File: src/rtl/inv_mixcolumns_iter.sv
// AES-128 InvMixColumns engine with a valid/ready handshake on both sides.
// Default build: one column datapath, four BUSY cycles (one per column).
// With INV_MIXCOL_SINGLE_CYCLE_EN defined: four column datapaths, one BUSY cycle.
// The interface, reset values and handshake behaviour are the same in both builds.
module inv_mixcolumns_iter (
  input  logic         clk,
  input  logic         rst,
  input  logic         in_valid,
  output logic         in_ready,
  input  logic [127:0] state_in,
  output logic         out_valid,
  input  logic         out_ready,
  output logic [127:0] state_out
);

  typedef enum logic [1:0] {IDLE, BUSY, DONE} state_t;

  state_t       state_q;
  logic [127:0] data_q;
  logic [127:0] out_q;
  logic         in_ready_q;
  logic         out_valid_q;

  // GF(2^8) doubling modulo 0x11B; the result stays 8 bits wide.
  function automatic logic [7:0] xt(input logic [7:0] a);
    xt = {a[6:0], 1'b0} ^ (a[7] ? 8'h1b : 8'h00);
  endfunction

  // Multiply by a 4-bit constant k using the x2/x4/x8 chain.
  function automatic logic [7:0] gmul(input logic [7:0] a, input logic [3:0] k);
    logic [7:0] x2, x4, x8;
    x2 = xt(a);
    x4 = xt(x2);
    x8 = xt(x4);
    gmul = (k[0] ? a  : 8'h00) ^ (k[1] ? x2 : 8'h00) ^
           (k[2] ? x4 : 8'h00) ^ (k[3] ? x8 : 8'h00);
  endfunction

  // One column: b_r = 0E*a_r ^ 0B*a_(r+1) ^ 0D*a_(r+2) ^ 09*a_(r+3).
  function automatic logic [31:0] inv_col(input logic [31:0] c);
    logic [7:0] a0, a1, a2, a3;
    a0 = c[31:24]; a1 = c[23:16]; a2 = c[15:8]; a3 = c[7:0];
    inv_col[31:24] = gmul(a0, 4'hE) ^ gmul(a1, 4'hB) ^ gmul(a2, 4'hD) ^ gmul(a3, 4'h9);
    inv_col[23:16] = gmul(a1, 4'hE) ^ gmul(a2, 4'hB) ^ gmul(a3, 4'hD) ^ gmul(a0, 4'h9);
    inv_col[15:8]  = gmul(a2, 4'hE) ^ gmul(a3, 4'hB) ^ gmul(a0, 4'hD) ^ gmul(a1, 4'h9);
    inv_col[7:0]   = gmul(a3, 4'hE) ^ gmul(a0, 4'hB) ^ gmul(a1, 4'hD) ^ gmul(a2, 4'h9);
  endfunction

`ifdef INV_MIXCOL_SINGLE_CYCLE_EN
  logic [127:0] res;

  // Four independent column datapaths over the whole captured state.
  for (genvar c = 0; c < 4; c++) begin : g_col
    assign res[32*c +: 32] = inv_col(data_q[32*c +: 32]);
  end
`else
  logic [1:0]  cnt_q;
  logic [31:0] col_in;
  logic [31:0] col_out;

  // Select the column addressed by the counter; column 0 sits in the top word.
  always_comb begin
    col_in = data_q[127:96];
    case (cnt_q)
      2'd0:    col_in = data_q[127:96];
      2'd1:    col_in = data_q[95:64];
      2'd2:    col_in = data_q[63:32];
      default: col_in = data_q[31:0];
    endcase
  end

  assign col_out = inv_col(col_in);
`endif

  // Handshake FSM; capture, column writes and output flags are all registered here.
  always_ff @(posedge clk) begin
    if (rst) begin
      state_q     <= IDLE;
      data_q      <= 128'h0;
      out_q       <= 128'h0;
      in_ready_q  <= 1'b1;
      out_valid_q <= 1'b0;
`ifndef INV_MIXCOL_SINGLE_CYCLE_EN
      cnt_q       <= 2'd0;
`endif
    end else begin
      case (state_q)
        IDLE: begin
          if (in_valid) begin
            data_q     <= state_in;
            state_q    <= BUSY;
            in_ready_q <= 1'b0;
`ifndef INV_MIXCOL_SINGLE_CYCLE_EN
            cnt_q      <= 2'd0;
`endif
          end
        end
        BUSY: begin
`ifdef INV_MIXCOL_SINGLE_CYCLE_EN
          out_q       <= res;
          state_q     <= DONE;
          out_valid_q <= 1'b1;
`else
          case (cnt_q)
            2'd0:    out_q[127:96] <= col_out;
            2'd1:    out_q[95:64]  <= col_out;
            2'd2:    out_q[63:32]  <= col_out;
            default: out_q[31:0]   <= col_out;
          endcase
          cnt_q <= cnt_q + 2'd1;
          // Last column lands on the same edge that enters DONE.
          if (cnt_q == 2'd3) begin
            state_q     <= DONE;
            out_valid_q <= 1'b1;
          end
`endif
        end
        DONE: begin
          if (out_ready) begin
            state_q     <= IDLE;
            out_valid_q <= 1'b0;
            in_ready_q  <= 1'b1;
          end
        end
        default: begin
          state_q     <= IDLE;
          out_valid_q <= 1'b0;
          in_ready_q  <= 1'b1;
        end
      endcase
    end
  end

  assign in_ready  = in_ready_q;
  assign out_valid = out_valid_q;
  assign state_out = out_q;

endmodule

File: config.mk
export PLATFORM = sky130hd
export DESIGN_NAME = inv_mixcolumns_iter
export DESIGN_NICKNAME = d
export VERILOG_FILES = /design/src/rtl/inv_mixcolumns_iter.sv
export SDC_FILE = /design/constraint.sdc
export NUM_CORES = 1
export LEC_CHECK = 0
export BUFFER_PORTS_ARGS = -buffer_cell sky130_fd_sc_hd__buf_4
export CAP_MARGIN = 20
export CORE_AREA = 5 5 159 161
export DETAILED_ROUTE_END_ITERATION = 10
export DIE_AREA = 0 0 164 166
export HOLD_SLACK_MARGIN = 0.1
export PLACE_DENSITY = 0.88
export SLEW_MARGIN = 10
export SYNTH_ARGS = -nofsm -noshare
export SYNTH_HDL_FRONTEND = slang
export SYNTH_SLANG_ARGS = --single-unit
File: constraint.sdc
create_clock -name clk -period 4.2 [get_ports clk]
set_input_delay 0.21 -clock clk [delete_from_list [all_inputs] [get_ports clk]]
set_output_delay 0.21 -clock clk [all_outputs]
set_load 0.02 [all_outputs]
Word-level counts from Yosys, hierarchy flattened:

Cells that the tools add are included.

* flip-flop bits (word level): 262
* input port bits: 132
* output and inout bits: 130
* word-level logic and storage cells: 111

* add/sub/neg operators: 1
* equal/unequal tests: 8
* mux-type cells: 25
* bitwise operators: 55
* reduce and logical (&&, ||, !) cells: 13

Operators by type and width (number)
* $xor 8x8->8: 42
* $pmux 32 s3: 1
* $xor 8x5->8: 10
* $mux 5: 12
* $reduce_and 2->1: 6
* $reduce_and 3->1: 3
* $mux 2: 4
* $eq 2x2->1 const B: 3
* $ne 2x2->1 const B: 3
* $pmux 1 s3: 2
* $pmux 2 s3: 1
* $eq 2x1->1 const B: 2
* $logic_not 2->1: 2
* $mux 1: 4
* $pmux 2 s2: 1
* $not 1->1: 3
* $reduce_or 3->1: 1
* $add 2x1->2 const B: 1
* $reduce_bool 2->1: 1

Longest topological paths before layout:

Gate-level depths: netlist of run 1.

* depth in word-level cells: 12
* depth in mapped cells: 14
* gate-level depth less buffers: 10

Worst setup path before layout of run 1:

OpenSTA, ideal clock, no wires.

* kind: reg-to-reg
* start: reg cnt_q[0]
* end: reg out_q[21] (netlist: state_out[21])
* library setup time: 132 ps
* data arrival time: 3224 ps
* data required time: 4068 ps
* path slack: 844 ps
* stages on the path, launching flop included: 13
* period minus slack after synthesis: 3356 ps
* cells stage by stage: dfxtp_1 inv_1 ha_1 buf_6 buf_2 a222oi_1 xnor2_1 xnor2_1 mux2i_1 xor2_2 xnor3_1 nand2_1 a21oi_1

* longest elaborated chain between the ends: 10
* elaborated cells on any way between the ends: 37
* those cells by class: eq/ne: 2; mux: 9; bitwise: 23; reduce/logical: 3

Ends and longest elaborated chain
* start, declared: RTL line 57 `logic [1:0] cnt_q;`
* start signal, assigned: RTL line 110 `cnt_q <= cnt_q + 2'd1;`
* $eq 2x2->1, or another cell as far along: RTL line 64, 104
* $pmux 32 s3: RTL line 64 `case (cnt_q)`
* $mux 5 / $xor 8x5->8 (equally long branches): RTL line 26 `xt = {a[6:0], 1'b0} ^ (a[7] ? 8'h1b : 8'h00);`
* $xor 8x5->8 / $mux 5 (equally long branches): RTL line 26
* $xor 8x5->8 / $xor 8x8->8 (equally long branches): RTL line 26
* $xor 8x8->8 / $xor 8x5->8 (equally long branches): RTL line 35, 26
* $xor 8x8->8: RTL line 36 `(k[2] ? x4 : 8'h00) ^ (k[3] ? x8 : 8'h00);`
* $xor 8x8->8 (3 in series): RTL line 44 `inv_col[23:16] = gmul(a1, 4'hE) ^ gmul(a2, 4'hB) ^ gmul(a3, 4'hD) ^ gmul(a0, 4'h9);`
* end signal, assigned: RTL line 108 `default: out_q[31:0] <= col_out;`
* end, declared: RTL line 20 `logic [127:0] out_q;`

Several ways; a longest one is shown, not always the timed one.
A chain may end at the register's enable or synchronous reset.

Worst setup path after layout of run 1:

* start: reg cnt_q[0]
* end: reg out_q[12] (netlist: state_out[12])

* longest elaborated chain between the ends: 10
* elaborated cells on any way between the ends: 40
* those cells by class: eq/ne: 2; mux: 12; bitwise: 23; reduce/logical: 3

Ends and longest elaborated chain
* $eq 2x2->1, or another cell as far along: RTL line 64, 104
* $pmux 32 s3: RTL line 64
* $mux 5 / $xor 8x5->8 (equally long branches): RTL line 26
* $xor 8x5->8, or another cell as far along: RTL line 26
* $xor 8x8->8, or another cell as far along: RTL line 26
* $xor 8x8->8, or another cell as far along: RTL line 35 `gmul = (k[0] ? a : 8'h00) ^ (k[1] ? x2 : 8'h00) ^`
* $xor 8x8->8: RTL line 36
* $xor 8x8->8 (3 in series): RTL line 45 `inv_col[15:8] = gmul(a2, 4'hE) ^ gmul(a3, 4'hB) ^ gmul(a0, 4'hD) ^ gmul(a1, 4'h9);`

Several ways; a longest one is shown, not always the timed one.

==> impl_metrics.json, run 1 <==
{
  "status": "finished clean",
  "critPathRequiredTime_ns": 4.63,
  "wl_um": 45900,
  "synthToLayoutAreaGrowth_pct": 33.2,
  "yosysTopAreaCell": "dfxtp_1",
  "swShare": 0.350,
  "multi_input_area_sq_um": 7260,
  "first_global_vias": 12600,
  "rows": 57,
  "synth_enable_flop_cells": 0,
  "drc": 0,
  "cts.clk_slew.worst_paths_ns": 0.06,
  "relSlewSlack": 0.252,
  "wl_per_cell_um": 20.1,
  "syn-instance-count": 1607,
  "max_freq_ghz": 0.258,
  "endpoint_kind": "flop",
  "syn_avg_cell_area_sq_um": 8.13,
  "clock_sinks": 262,
  "ir_drop_uv": 266,
  "synthTopCellsByCount": "418 x nand2_1, 262 x dfxtp_1, 210 x a21oi_1",
  "yosys_register_bits": 262,
  "regArea_sq_um": 5250,
  "gp_congestion": 1.03,
  "final_max_slew_viol_count": 0,
  "start_util": 0.549,
  "gr-total-overflow": 0,
  "vias_per_cell": 5.62,
  "synth_area_leaders": "dfxtp_1 40%, nand2_1 12%, xnor2_1 12%, a21oi_1 8.0%, xor2_1 3.9%",
  "ios": 262,
  "async_flop_share": 0,
  "nFillCells": 1711,
  "cts_buffers": 25,
  "track_usage": 0.323,
  "num_vias": 12900,
  "combPwrFrac": 0.389,
  "pwr-share-seq": 0.347,
  "synth_nets": 1744,
  "clk_path_buf_depth": 3,
  "grt_first_pass_wirelength_um": 69800,
  "post_route_cells_drive_above_1_share": 0.193,
  "synth_cell_types": 39,
  "netlist.area_leader.share": 0.401,
  "detail-route-antenna-nets": 0,
  "powerDensity_nw_per_um2": 463,
  "start_kind": "flop",
  "grt_max_degree": 176,
  "finalNonFillerCells": 2286,
  "synth_seq_area_share": 0.401,
  "fin_crit_ns": 3.88,
  "ys.flop_type": "dfxtp_1",
  "hold_viol": 0,
  "place_inst": 2107,
  "dieArea_sq_um": 27200,
  "setup_tns_ns": 0,
  "core_sq_um": 23800,
  "cts_tree": "done",
  "synth_most_common_cell": "nand2_1",
  "dr.pass1.iters": 6,
  "antenna_found_initial": 4,
  "cts-root-buf": "clkbuf_16",
  "cp.arrival_ns": 4.31,
  "port_buffers": 261,
  "die_w_um": 164,
  "skew_ns": 0.00933,
  "critPathKind": "flop to flop",
  "syn_area_sq_um": 13100,
  "leakage_nw": 7.10,
  "nets": 2078,
  "hpwlAfterDp_um": 30200,
  "path_max_fanout": 19,
  "die_y_um": 166,
  "fin_crit_sh": 0.924,
  "rsz0062_at_grt": "false",
  "h-tree-depth": 1,
  "drv_cap": 0,
  "hold_path_class": "flop to flop",
  "p_int_mw": 5.24,
  "p_clk_frac": 0.264,
  "insertion_delay_ns": 0.52,
  "yosysWarnings": 0,
  "p_sw_mw": 2.82,
  "setup_viol": 0,
  "tightest_slew_ns": 1.12,
  "drtIter0Drc": 1531,
  "cts_setup_buffers": 0
}
-- per-layer routing --
layer	wire, um	global-route usage
met1	17000	0.395
met2	22600	0.561
met3	4380	0.0536
met4	1970	0.133
met5	0	0
-- power groups by stage --
| stage | Clock, mW | Combinational (mW) | Sequential, mW |
|---|---|---|---|
| after CTS | 2.14 | 3.09 | 2.79 |
| final | 2.13 | 3.13 | 2.80 |
| after global placement | 0 | 2.94 | 2.84 |
| after detailed placement | 0 | 2.98 | 2.84 |
| after floorplan | 0 | 1.99 | 2.89 |
| after global routing | 2.25 | 3.32 | 2.81 |
-- layout by cell type (no fill, tap or decap), types with 3 or more instances in the layout --
master	Yosys	final
and2_1	4	4
o21a_1	6	6
nor3_1	32	32
inv_1	3	3
dlygate4sd3_1	0	130
nor2_1	125	124
a211oi_1	21	21
dfxtp_1	262	262
o31ai_1	8	8
clkbuf_1	106	8
buf_4	0	310
xnor2_1	178	178
xnor3_1	21	21
ha_1	5	4
clkbuf_16	0	25
mux2i_2	5	5
a21oi_1	210	210
nand2b_1	3	3
o21ai_0	32	32
nand2_1	418	418
clkinv_2	0	4
clkbuf_8	0	6
xnor3_2	3	3
nand3b_1	8	8
xor2_1	58	58
a222oi_1	32	32
diode_2	0	4
mux2i_1	10	10
mux2i_4	3	3
nor3_2	4	4
-- final timing paths --
path / depth (start not counted) / slack, ns / end / from
setup reg to reg: 11 / 0.32 / state_out[12] / cnt_q[0]
hold / removal: 2 / 0.45 / state_out[55] / state_out[55]
hold reg to reg: 2 / 0.45 / state_out[55] / state_out[55]
setup / recovery: 11 / 0.32 / state_out[12] / cnt_q[0]
-- registers in the layout, summed over array words and instances (netlist names) --
signal	flops
cnt_q	2
data_q	128
in_ready	1
out_valid	1
state_out	128
state_q	2
-- layout make-up --
| cell class | instances | share of cell area |
|---|---|---|
| multi-input cells | 1203 | 0.417 |
| well taps | 324 | 0.0233 |
| flip-flops and latches | 262 | 0.301 |
| repair buffers | 445 | 0.213 |
| inverters | 4 | 0.000862 |
| diodes | 4 | 0.000575 |
| clock buffers | 38 | 0.0416 |
| clock inverters | 6 | 0.00216 |
-- what timing repair did --
action,in CTS,in global routing
endpoints found under the hold margin,131,0
gates resized for setup,0,0
hold buffers,130,0
-- metrics by stage --
| step | worst slack, ns | util | hold slack [ns] | power [mW] | instance area (sq um) |
|---|---|---|---|---|---|
| global placement | 0.537 | 0.643 | 0.442 | 5.78 | 15300 |
| CTS | 0.372 | 0.730 | 0.456 | 8.03 | 17400 |
| detailed placement | 0.411 | 0.643 | 0.448 | 5.82 | 15300 |
| global route | 0.118 | 0.731 | 0.473 | 8.38 | 17400 |
| finish | 0.319 | 0.731 | 0.454 | 8.06 | 17400 |
| floorplan | 0.844 | - | 0.346 | 4.88 | 13100 |
-- critical path, stage by stage, from the launching register on --
cell	delay, ns
dfxtp_1	0.43
inv_1	0.09
ha_1	0.31
buf_4	0.25
a222oi_1	0.64
xnor2_1	0.12
o21ai_0	0.39
xnor3_2	0.51
xnor3_2	0.47
xnor2_1	0.32
nand2_1	0.10
a21oi_1	0.15
-- logic make-up after synthesis --
logic type | synth area share
flip-flops | 0.401
AND/OR/NAND/NOR | 0.181
buffers and inverters | 0.0439
AO/OA/AOI/OAI | 0.142
multiplexers | 0.0190
adder cells (fa/ha/maj) | 0.00479
XOR/XNOR | 0.208
No activity file was read; power rests on OpenSTA's default activity.
==> run 2: changes to the inputs <==
--- a/config.mk
+++ b/config.mk
@@ -12,6 +12,7 @@
 export DIE_AREA = 0 0 164 166
 export HOLD_SLACK_MARGIN = 0.1
 export PLACE_DENSITY = 0.88
+export SETUP_SLACK_MARGIN = 0.5
 export SLEW_MARGIN = 10
 export SYNTH_ARGS = -nofsm -noshare
 export SYNTH_HDL_FRONTEND = slang
==> impl_metrics.json, run 2 (synthesis gave the netlist of run 1 again) <==
{
  "ir_drop_uv": 266,
  "r2r_setup_slack_ns": 0.62,
  "setup_tns_ns": 0,
  "crit_family": "XOR/XNOR gates",
  "cts.clk_slew.worst_paths_ns": 0.06,
  "path_buf_inv": 4,
  "die_w_um": 164,
  "final_max_slew_viol_count": 0,
  "powerDensity_nw_per_um2": 468,
  "path_max_fanout": 9,
  "clk_path_buf_depth": 3,
  "multi_input_area_sq_um": 7410,
  "clock_sinks": 262,
  "hold_viol": 0,
  "leakage_nw": 7.26,
  "nets": 2098,
  "critPathKind": "flop to flop",
  "rows": 57,
  "post_route_cells_drive_above_1_share": 0.213,
  "fin_crit_sh": 0.852,
  "place_area_sq_um": 15300,
  "hold_path_class": "input pin to flop",
  "first_global_vias": 12600,
  "r2r_end": "state_out[12]",
  "insertion_delay_ns": 0.53,
  "critPathRequiredTime_ns": 4.63,
  "synthToLayoutAreaGrowth_pct": 35.8,
  "wl_per_cell_um": 20.1,
  "cts-root-buf": "clkbuf_16",
  "grt_max_degree": 176,
  "final_common_cell": "nand2_1",
  "port_buffers": 261,
  "gr-total-overflow": 0,
  "skew_ns": 0.0102,
  "core_sq_um": 23800,
  "cp.arrival_ns": 4.01,
  "regArea_sq_um": 5250,
  "critPathCapture": "state_out[12]",
  "rsz0062_at_grt": "true",
  "h-tree-depth": 1,
  "final_area_sq_um": 17700,
  "max_freq_ghz": 0.280,
  "start_util": 0.549,
  "drv_cap": 0,
  "ios": 262,
  "endpoint_kind": "flop",
  "tightest_slew_ns": 1.16,
  "reg2regPathDepth": 13,
  "crit_path_max_incr_delay_ns": 0.53,
  "dr.pass1.iters": 9,
  "hpwlAfterDp_um": 30200,
  "grt_first_pass_wirelength_um": 70000,
  "finalNonFillerCells": 2306,
  "crit_cells": 13,
  "nFillCells": 1669,
  "hold_ws_ns": 0.443,
  "start_kind": "flop",
  "antenna_found_initial": 4,
  "detail-route-antenna-nets": 0,
  "cp_common_cell": "buf_4",
  "place_inst": 2107,
  "die_y_um": 166,
  "dieArea_sq_um": 27200,
  "reg2reg_from": "cnt_q[0]",
  "cts_tree": "done",
  "gp_congestion": 1.03,
  "wl_um": 46400,
  "crit_chain": "inv_1 -> ha_1 -> buf_4 -> a222oi_1 -> buf_4 -> xnor2_1 -> mux2i_2 -> buf_4 -> xor2_1 -> xnor3_2 -> xnor2_2 -> nand2_1 -> a21oi_1",
  "fin_util": 0.745,
  "crit_path_top_delay_cell": "xnor3_2",
  "track_usage": 0.324,
  "num_vias": 13000,
  "crit_start": "cnt_q[0]",
  "hold-path-cell-count": 2,
  "cts_buffers": 25,
  "relSlewSlack": 0.229,
  "mostFrequentLayoutCells": "418 x nand2_1, 328 x buf_4, 260 x dfxtp_1",
  "drc": 0,
  "vias_per_cell": 5.66,
  "fin_crit_ns": 3.58,
  "status": "finished clean",
  "drtIter0Drc": 1613,
  "setup_viol": 0
}
-- run 2: cell count changes in the layout (fill, tap and decap cells not counted), sizes merged --
cell	change
buf	+20
-- run 2: area by class of cell --
cell class              instances  area share
clock buffers                  38      0.0408
well taps                     324      0.0228
inverters                       4    0.000846
clock inverters                 6     0.00212
flip-flops and latches        262       0.296
multi-input cells            1203       0.418
repair buffers                465       0.219
diodes                          4    0.000564
-- run 2: per-stage QoR --
stage / power (mW) / setup WS (ns)
after floorplan: 4.88 / 0.844
after global placement: 5.78 / 0.537
after detailed placement: 5.82 / 0.411
after CTS: 8.05 / 0.480
after global routing: 8.61 / 0.456
final: 8.31 / 0.623
-- run 2: worst min-delay path by stage --
| stage | to | startpoint | slack [ns] |
|---|---|---|---|
| after floorplan | data_q[100] | state_in[100] | 0.35 |
| after global placement | data_q[105] | data_q[105] | 0.44 |
| after detailed placement | state_out[23] | state_out[23] | 0.45 |
| after CTS | state_out[23] | state_out[23] | 0.46 |
| after global routing | state_out[55] | state_out[55] | 0.47 |
| final | state_out[55] | rst | 0.44 |
-- run 2: repair_timing --
| item | 4_1_cts | 5_1_grt |
|---|---|---|
| hold buffers | 130 | 0 |
| gates resized for setup | 2 | 26 |
| cloned | 0 | 0 |
| pin swaps | 4 | 10 |
| buffers inserted | 7 | 13 |
| endpoints found under the setup margin | 35 | 113 |
| endpoints found under the hold margin | 131 | 0 |
-- run 2: where the power goes --
part           total (mW)  internal (mW)  leakage [nW]  switching [mW]
logic                3.38           1.53          4.75            1.84
registers            2.80           2.65          2.14           0.143
clock network        2.13           1.19         0.378           0.946
-- run 2: layer usage --
layer | part of all wire | global-route usage | vias to the layer above
met5 | 0 | 0 | -
met2 | 0.49 | 0.560 | 835
met4 | 0.046 | 0.139 | 0
met3 | 0.096 | 0.0516 | 158
met1 | 0.37 | 0.396 | 6066
li1 | - | - | 5982
-- run 2: worst register-to-register path: cells and delay by family (launching register included) --
| kind | cells | cell delay [ns] |
|---|---|---|
| mux | 1 | 0.40 |
| fa+ha+maj | 1 | 0.30 |
| flops | 1 | 0.39 |
| xor+xnor | 4 | 1.10 |
| simple gates | 1 | 0.08 |
| compound gates | 2 | 0.52 |
| buf+inv | 4 | 0.69 |
==> run 3: changes to the inputs <==
==> config.mk (replaced) <==
export PLATFORM = sky130hd
export DESIGN_NAME = inv_mixcolumns_iter
export DESIGN_NICKNAME = d
export VERILOG_FILES = /design/src/rtl/inv_mixcolumns_iter.sv
export SDC_FILE = /design/constraint.sdc
export NUM_CORES = 1
export LEC_CHECK = 0
export BUFFER_PORTS_ARGS = -buffer_cell sky130_fd_sc_hd__buf_2
export CAP_MARGIN = 20
export CORE_AREA = 5 5 168 170
export DETAILED_ROUTE_END_ITERATION = 10
export DIE_AREA = 0 0 173 175
export HOLD_SLACK_MARGIN = 0.1
export PLACE_DENSITY = 0.84
export SETUP_SLACK_MARGIN = 0.5
export SLEW_MARGIN = 10
export SYNTH_ARGS = -nofsm -noshare
export SYNTH_HDL_FRONTEND = slang
export SYNTH_SLANG_ARGS = --single-unit
export TNS_END_PERCENT = 1
==> constraint.sdc (replaced) <==
create_clock -name clk -period 3.2 [get_ports clk]
set_input_delay 0.16 -clock clk [delete_from_list [all_inputs] [get_ports clk]]
set_output_delay 0.16 -clock clk [all_outputs]
set_load 0.02 [all_outputs]
==> impl_metrics.json, run 3 (synthesis gave the netlist of run 1 again) <==
{
  "status": "complete, but fails checks",
  "violations": "setup timing",
  "crit_family": "XOR/XNOR gates",
  "nFillCells": 1888,
  "critPathKind": "flop to flop",
  "insertion_delay_ns": 0.54,
  "hpwlAfterDp_um": 31700,
  "detail-route-antenna-nets": 0,
  "place_area_sq_um": 15300,
  "drtIter0Drc": 1494,
  "nets": 2207,
  "hold_path_class": "input pin to flop",
  "r2r_setup_slack_ns": -0.13,
  "fin_crit_sh": 1.04,
  "rows": 60,
  "skew_ns": 0.0206,
  "wl_per_cell_um": 20.6,
  "path_max_fanout": 15,
  "path_buf_inv": 4,
  "hold_ws_ns": 0.411,
  "die_w_um": 173,
  "gp_congestion": 1.04,
  "dieArea_sq_um": 30300,
  "track_usage": 0.311,
  "drv_cap": 0,
  "cts_buffers": 27,
  "hold_viol": 0,
  "clk_path_buf_depth": 3,
  "vias_per_cell": 5.57,
  "cts_tree": "done",
  "post_route_cells_drive_above_1_share": 0.291,
  "drc": 0,
  "setup_viol": 29,
  "finalWorstSetupSlack_ns": -0.126,
  "num_vias": 13500,
  "max_freq_ghz": 0.301,
  "crit_chain": "buf_12 -> ha_4 -> buf_8 -> a222oi_1 -> buf_4 -> xnor2_4 -> mux2i_2 -> buf_4 -> xnor2_2 -> xnor3_1 -> xor3_2 -> nor2_1 -> nor3_1",
  "reg2regPathDepth": 13,
  "h-tree-depth": 1,
  "rsz0062_at_grt": "true",
  "finalPower_mw": 12.1,
  "first_global_vias": 13300,
  "ir_drop_uv": 389,
  "port_buffers": 261,
  "endpoint_kind": "flop",
  "crit_path_top_delay_cell": "xor3_2",
  "grt_max_degree": 144,
  "powerDensity_nw_per_um2": 642,
  "start_kind": "flop",
  "dr.pass1.iters": 9,
  "r2r_end": "state_out[3]",
  "crit_start": "cnt_q[0]",
  "reg2reg_from": "cnt_q[0]",
  "final_max_slew_viol_count": 0,
  "mostFrequentLayoutCells": "417 x nand2_1, 260 x dfxtp_1, 260 x buf_2",
  "final_common_cell": "nand2_1",
  "synthToLayoutAreaGrowth_pct": 44.1,
  "critPathRequiredTime_ns": 3.59,
  "leakage_nw": 8.03,
  "antenna_found_initial": 1,
  "tightest_slew_ns": 0.887,
  "fin_crit_ns": 3.33,
  "cts-root-buf": "clkbuf_16",
  "grt_first_pass_wirelength_um": 75500,
  "wl_um": 50000,
  "start_util": 0.492,
  "die_y_um": 175,
  "fin_util": 0.709,
  "cp.arrival_ns": 3.72,
  "crit_path_max_incr_delay_ns": 0.47,
  "critPathCapture": "state_out[3]",
  "clock_sinks": 262,
  "hold-path-cell-count": 4,
  "cts.clk_slew.worst_paths_ns": 0.06,
  "final_area_sq_um": 18800,
  "cp_common_cell": "buf_4",
  "gr-total-overflow": 0,
  "ios": 262,
  "crit_cells": 13,
  "core_sq_um": 26600,
  "relSlewSlack": 0.407
}
-- run 3: cell types whose count changed in the layout (fill, tap and decap cells not counted), moves of 8 or more --
cell,previous run,this run
a21oi_1,208,200
buf_2,0,260
buf_4,328,143
buf_6,0,16
dlygate4sd3_1,130,138
xnor2_1,167,130
xnor2_2,13,44
xor2_1,54,44
xor2_2,4,12
-- run 3: metal layers --
metal	track usage	routed length (um)	up-vias
met2	0.539	24000	859
li1	-	-	6180
met4	0.141	2800	0
met5	0	0	-
met1	0.379	18800	6329
met3	0.0545	4370	180
-- run 3: how the worst min path moves through the flow --
stage	endpoint	from	slack, ns
after detailed placement	data_q[114]	state_in[114]	0.41
after floorplan	data_q[100]	state_in[100]	0.30
after global routing	data_q[111]	state_in[111]	0.42
final	data_q[111]	state_in[111]	0.41
after CTS	state_out[26]	rst	-0.01
after global placement	data_q[114]	state_in[114]	0.40
-- run 3: worst min-delay path: cells and delay by family --
kind	cells	cell delay [ns]
simple gates	1	0.05
buf+inv	2	0.65
compound gates	1	0.05
-- run 3: stage by stage --
stage               std cells  setup WS [ns]  setup TNS [ns]
finish                   2432         -0.126           -1.09
global route             2432         -0.157           -5.93
CTS                      2408       0.000287               0
detailed placement       2190         -0.141           -1.66
global placement         2190         -0.126          -0.767
floorplan                1607          0.134               0
-- run 3: what timing repair did --
| action | in CTS | in global routing |
|---|---|---|
| buffers inserted | 31 | 22 |
| endpoints found under the hold margin | 148 | 16 |
| setup endpoints to repair | 128 | 128 |
| pin swaps | 38 | 51 |
| hold buffers | 137 | 1 |
| gates resized for setup | 55 | 84 |
| cloned | 1 | 0 |
-- run 3: area by class of cell --
class	instances	area, sq um	share of cell area
clock buffer	41	788	0.0419
inverter	4	20.0	0.00106
tap	341	427	0.0227
multi-input combinational	1203	8010	0.425
antenna	1	2.50	0.000133
timing repair buffer	572	4230	0.224
sequential	262	5250	0.279
clock inverter	8	106	0.00565
-- run 3: power by group --
group	leakage [nW]	switching [mW]	internal (mW)
registers	2.14	0.179	3.48
clock network	0.436	1.31	1.86
logic	5.46	2.72	2.55
